[src/rtl/ts_sensor_conditioner.sv]
// Conditions the raw country-road loop into a debounced, held 'sensor' request with vehicle count and stuck-loop fault.
// Latency: sensor rises DEBOUNCE_CYC+2 edges after raw goes high and falls HOLD_CYC+2 edges after it drops; no backpressure.
module ts_sensor_conditioner #(
   parameter int DEBOUNCE_CYC = 4,
   parameter int HOLD_CYC     = 8,
   parameter int STUCK_CYC    = 64,
   parameter int CNT_W        = 8
) (
   input  logic             i_clk,
   input  logic             i_clear_n,
   input  logic             i_raw_sensor,
   input  logic             i_ctry_green,
   output logic             o_sensor,
   output logic [CNT_W-1:0] o_veh_count,
   output logic             o_fault
);

   localparam int MAX_A  = (DEBOUNCE_CYC > HOLD_CYC) ? DEBOUNCE_CYC : HOLD_CYC;
   localparam int MAX_C  = (MAX_A > STUCK_CYC) ? MAX_A : STUCK_CYC;
   localparam int CW     = $clog2(MAX_C + 1);

   // The qualifying and hold windows each include the sample that caused entry,
   // so those states stop one count earlier than the FAULT release window.
   localparam logic [CW-1:0] QUAL_LAST  = CW'((DEBOUNCE_CYC >= 2) ? DEBOUNCE_CYC - 2 : 0);
   localparam logic [CW-1:0] HOLD_LAST  = CW'((HOLD_CYC >= 2) ? HOLD_CYC - 2 : 0);
   localparam logic [CW-1:0] STUCK_LAST = CW'(STUCK_CYC - 1);
   localparam logic [CW-1:0] CLEAR_LAST = CW'(DEBOUNCE_CYC - 1);

   typedef enum logic [2:0] {
      ST_IDLE    = 3'd0,
      ST_QUAL    = 3'd1,
      ST_PRESENT = 3'd2,
      ST_HOLD    = 3'd3,
      ST_FAULT   = 3'd4
   } state_t;

   logic             r_sync1;
   logic             r_sync2;
   state_t           r_state;
   logic [CW-1:0]    r_cnt;
   logic [CNT_W-1:0] r_veh_count;

   state_t           w_state_nxt;
   logic [CW-1:0]    w_cnt_nxt;
   logic             w_new_veh;
   logic             w_s_in;

   assign w_s_in = r_sync2;

   always_ff @(posedge i_clk) begin
      if (!i_clear_n) begin
         r_sync1     <= 1'b0;
         r_sync2     <= 1'b0;
         r_state     <= ST_IDLE;
         r_cnt       <= '0;
         r_veh_count <= '0;
      end else begin
         r_sync1 <= i_raw_sensor;
         r_sync2 <= r_sync1;
         r_state <= w_state_nxt;
         r_cnt   <= w_cnt_nxt;
         if (w_new_veh && (r_veh_count != {CNT_W{1'b1}})) begin
            r_veh_count <= r_veh_count + 1'b1;
         end
      end
   end

   always_comb begin
      w_state_nxt = r_state;
      w_cnt_nxt   = r_cnt;
      w_new_veh   = 1'b0;
      case (r_state)
         ST_IDLE: begin
            w_cnt_nxt = '0;
            if (w_s_in) begin
               if (DEBOUNCE_CYC == 1) begin
                  w_state_nxt = ST_PRESENT;
                  w_new_veh   = 1'b1;
               end else begin
                  w_state_nxt = ST_QUAL;
               end
            end
         end
         ST_QUAL: begin
            if (!w_s_in) begin
               w_state_nxt = ST_IDLE;
               w_cnt_nxt   = '0;
            end else if (r_cnt == QUAL_LAST) begin
               w_state_nxt = ST_PRESENT;
               w_cnt_nxt   = '0;
               w_new_veh   = 1'b1;
            end else begin
               w_cnt_nxt = r_cnt + 1'b1;
            end
         end
         ST_PRESENT: begin
            // Departure beats the stuck check when both land on the same cycle.
            if (!w_s_in) begin
               w_state_nxt = (HOLD_CYC == 1) ? ST_IDLE : ST_HOLD;
               w_cnt_nxt   = '0;
            end else if (i_ctry_green) begin
               if (r_cnt == STUCK_LAST) begin
                  w_state_nxt = ST_FAULT;
                  w_cnt_nxt   = '0;
               end else begin
                  w_cnt_nxt = r_cnt + 1'b1;
               end
            end
         end
         ST_HOLD: begin
            if (w_s_in) begin
               w_state_nxt = ST_PRESENT;
               w_cnt_nxt   = '0;
            end else if (r_cnt == HOLD_LAST) begin
               w_state_nxt = ST_IDLE;
               w_cnt_nxt   = '0;
            end else begin
               w_cnt_nxt = r_cnt + 1'b1;
            end
         end
         ST_FAULT: begin
            if (w_s_in) begin
               w_cnt_nxt = '0;
            end else if (r_cnt == CLEAR_LAST) begin
               w_state_nxt = ST_IDLE;
               w_cnt_nxt   = '0;
            end else begin
               w_cnt_nxt = r_cnt + 1'b1;
            end
         end
         default: begin
            w_state_nxt = ST_IDLE;
            w_cnt_nxt   = '0;
         end
      endcase
   end

   assign o_sensor    = (r_state == ST_PRESENT) || (r_state == ST_HOLD);
   assign o_fault     = (r_state == ST_FAULT);
   assign o_veh_count = r_veh_count;

endmodule
[config.mk]
export PLATFORM = sky130hd
export DESIGN_NAME = ts_sensor_conditioner
export DESIGN_NICKNAME = d
export VERILOG_FILES = /design/src/rtl/ts_sensor_conditioner.sv
export SDC_FILE = /design/constraint.sdc
export NUM_CORES = 1
export LEC_CHECK = 0
export BUFFER_PORTS_ARGS = -buffer_cell sky130_fd_sc_hd__clkbuf_2
export CORE_MARGIN = 1
export CORE_UTILIZATION = 57
export DETAILED_ROUTE_END_ITERATION = 16
export GPL_ROUTABILITY_DRIVEN = 0
export PLACE_DENSITY = 0.78
export SETUP_SLACK_MARGIN = 0.1
export SYNTH_ARGS = -nofsm -noshare
export SYNTH_HDL_FRONTEND = slang
export SYNTH_SLANG_ARGS = --single-unit
[constraint.sdc]
create_clock -name i_clk -period 2.5 [get_ports i_clk]
set_input_delay 0.5 -clock i_clk [delete_from_list [all_inputs] [get_ports i_clk]]
set_output_delay 0.5 -clock i_clk [all_outputs]
set_load 0.05 [all_outputs]
==> out/qor.yml <==
hp-class: "in2reg"
route.vias.total: 1135
post-cts-setup-buffers: 0
min_period_over_period: 0.8341
route.top_layer_used: "met4"
cts_tree: "built"
fin_nets: 167
tightestPinTransition_ns: 0.6584
globalRouteOverflowTotal: 0
fraction_of_final_layout_cells_with_drive_strength_greater_than_1: 0.1447
drc: 0
ys_async_sr_fraction: 0
max_freq_ghz: 0.4796
cts_buffer_depth: 2
synth_adder_area_share: 0.03009
worstPathMaxFanout: 12
routedWlPerCell_um: 14.80
critPathArrivalTime_ns: 2.32
final.min_clock_period_ns: 2.085
setup-tns-final_ns: 0
maximum_number_of_pins_on_one_net_before_global_route_repair: 25
synth.area.mux_share: 0.008024
dominant_combinational_cell_family_by_area_after_synthesis: "simple AND/OR/NAND/NOR gates"
run_status: "finished clean"
worst_ep_required_time_ns: 2.74
gr-usage-all-layers: 0.2508
drt_iter0_markers: 60
edff_count_synth: 0
layout_setup_ws_ns: 0.4147
setup_violations: 0
max_cap_violations: 0
commonest_non_fill_non_tap_cells_in_the_layout: "dfxtp_1, clkbuf_2, nand2_1, nand3_1"
detail-route-antenna-nets: 0
power_density_nw_per_um2: 448.0
synth_fp_nets: 156
floorplan.initialDensity: 0.6231
die-height_um: 48.78
final_common_cell: "dfxtp_1"
wl_mm: 2.753
slew_violations: 0
num_io_pins: 14
rsz_0062_raised_after_global_routing: "no"
slowest_delay_ns: 0.59
portBuffers: 13
path_cells: "nor4bb_1 > o2111ai_2 > or3_1 > a21boi_1"
design.die.area_um2: 2379
max_slew_margin: 0.5587
drtPass1Iterations: 4
wl_met1_mm: 1.329
multi_input_area_um2: 797.0
final_core_util: 0.6869
filler_cell_count: 174
chipWidth_um: 48.78
synth_flop_type: "dfxtp_1"
synthXorXnorAreaFrac: 0.04915
synth_compound_area_frac: 0.2267
antenna-diode-count: 0
worstSkewPairLatency_ns: 0.30
critical_path_buf_inv_count: 0
timing_worst_setup_path_type: "reg2reg"
synth_warnings: 0
post_cts.resized_instances: 0
clock-skew-final_ns: 0.003579
synth-seq-cells: 20
final_hold_viol_count: 0
synthesis.area_per_instance_um2: 8.372
detail_route.vias_per_cell: 6.102
syn-instance-count: 149
cts_hold_repair.buffers: 0
overall_power_consumption_mw: 0.6161
yosys.area_share.simple: 0.3210
synthToLayoutAreaGrowth_pct: 10.23
clock_sinks: 20
critPathSlowestCell: "dfxtp_1"
timing.critical_path.max_delay_family: "simple AND/OR/NAND/NOR gates"
layout.area.seq_um2: 400.4
clk_transition_reported_paths_ns: 0.12
hpwlAfterDp_mm: 1.868
total_leakage_power_nw: 0.5275
post_synth_instance_area_um2: 1247
startpoint_type: "register"
grt_pass1_wl_mm: 4.692
grt_antenna_before_repair: 0
rows: 16
ir_worst_vdd_uv: 476.8
place_worst_setup_slack_ns: 0.4406
dr_wl_met2_mm: 1.228
root_buffer: "clkbuf_4"
floorplan.core_area_um2: 2002
count_of_distinct_cell_types_in_the_synthesized_netlist: 43
vias_in_the_first_global_route: 1029
htree_num_levels: 1
seq_area_frac_synth: 0.3210
worstSetupEndpointType: "register"
met3_wirelength_um: 164
numCtsBuffers: 3
## synth_stat cells, drive strengths merged (2+ instances only)
| master | n | area (um2) |
|---|---|---|
| nor2 | 5 | 18.77 |
| and3 | 4 | 25.02 |
| nand3 | 8 | 40.04 |
| dfxtp | 20 | 400.4 |
| clkbuf | 3 | 11.26 |
| o41ai | 2 | 17.52 |
| nor4b | 2 | 32.53 |
| and4 | 2 | 17.52 |
| nand4 | 4 | 25.02 |
| nand2 | 9 | 33.78 |
| a211oi | 2 | 15.01 |
| nor2b | 4 | 25.02 |
| buf | 4 | 17.52 |
| nor3b | 3 | 22.52 |
| nor4bb | 2 | 20.02 |
| nand2b | 6 | 37.54 |
| a21boi | 7 | 52.55 |
| a21o | 2 | 15.01 |
| nor3 | 7 | 40.04 |
| o22ai | 4 | 25.02 |
| and2 | 7 | 43.79 |
| xor2 | 4 | 35.03 |
| or3 | 2 | 12.51 |
| a311oi | 2 | 23.77 |
| a21oi | 3 | 15.01 |
| ha | 3 | 37.54 |
| o21ai | 7 | 35.03 |
| xnor2 | 3 | 26.28 |
| o211ai | 2 | 15.01 |
| inv | 7 | 26.28 |
## final timing paths
check	startpoint	slack, ns	depth (start not counted)	to
max reg2reg	r_state[0]$_SDFFE_PN0P_	0.41	4	o_veh_count[4]$_SDFFE_PN0P_
min reg2reg	r_sync1$_SDFF_PN0_	0.45	1	r_sync2$_SDFF_PN0_
min	i_raw_sensor	0.40	2	r_sync1$_SDFF_PN0_
max	r_state[0]$_SDFFE_PN0P_	0.41	4	o_veh_count[4]$_SDFFE_PN0P_
## cells by family after synthesis
group,Yosys count
muxes,1
DFF,20
adders and majority gates,3
and+or+nand+nor,66
xor gates and xnor gates,7
buffers and inverters,14
AOI/OAI and AO/OA,38
## state kept, by name, indices dropped and copies added, names as in the netlist
register     flops
o_veh_count      8
r_sync2          1
r_state          3
r_cnt            7
r_sync1          1
## metal layers
| metal | track usage | vias up |
|---|---|---|
| li1 | - | 570 |
| met1 | 0.3594 | 513 |
| met2 | 0.3727 | 48 |
| met3 | 0.04050 | 4 |
| met4 | 0.1029 | 0 |
| met5 | 0 | - |
## per-stage QoR
stage | hold WS, ns | instance area (um2) | cells
finish | 0.4037 | 1375 | 186
detailed placement | 0.4190 | 1323 | 182
global placement | 0.4235 | 1323 | 182
floorplan | 0.4119 | 1252 | 149
global route | 0.3957 | 1375 | 186
CTS | 0.3992 | 1375 | 186
## area by class of cell
type	count	area share
Clock buffer	3	0.01638
Clock inverter	1	0.02184
Inverter	7	0.01911
Multi-Input combinational cell	115	0.5796
Sequential cell	20	0.2912
Tap cell	27	0.02457
Timing Repair Buffer	13	0.04732
## power breakdown
part,internal (mW),switching (mW)
combinational,0.0115,0.0151
clock,0.162,0.102
sequential,0.321,0.00477
total,0.494,0.122
(Power assumes the default switching activity.)
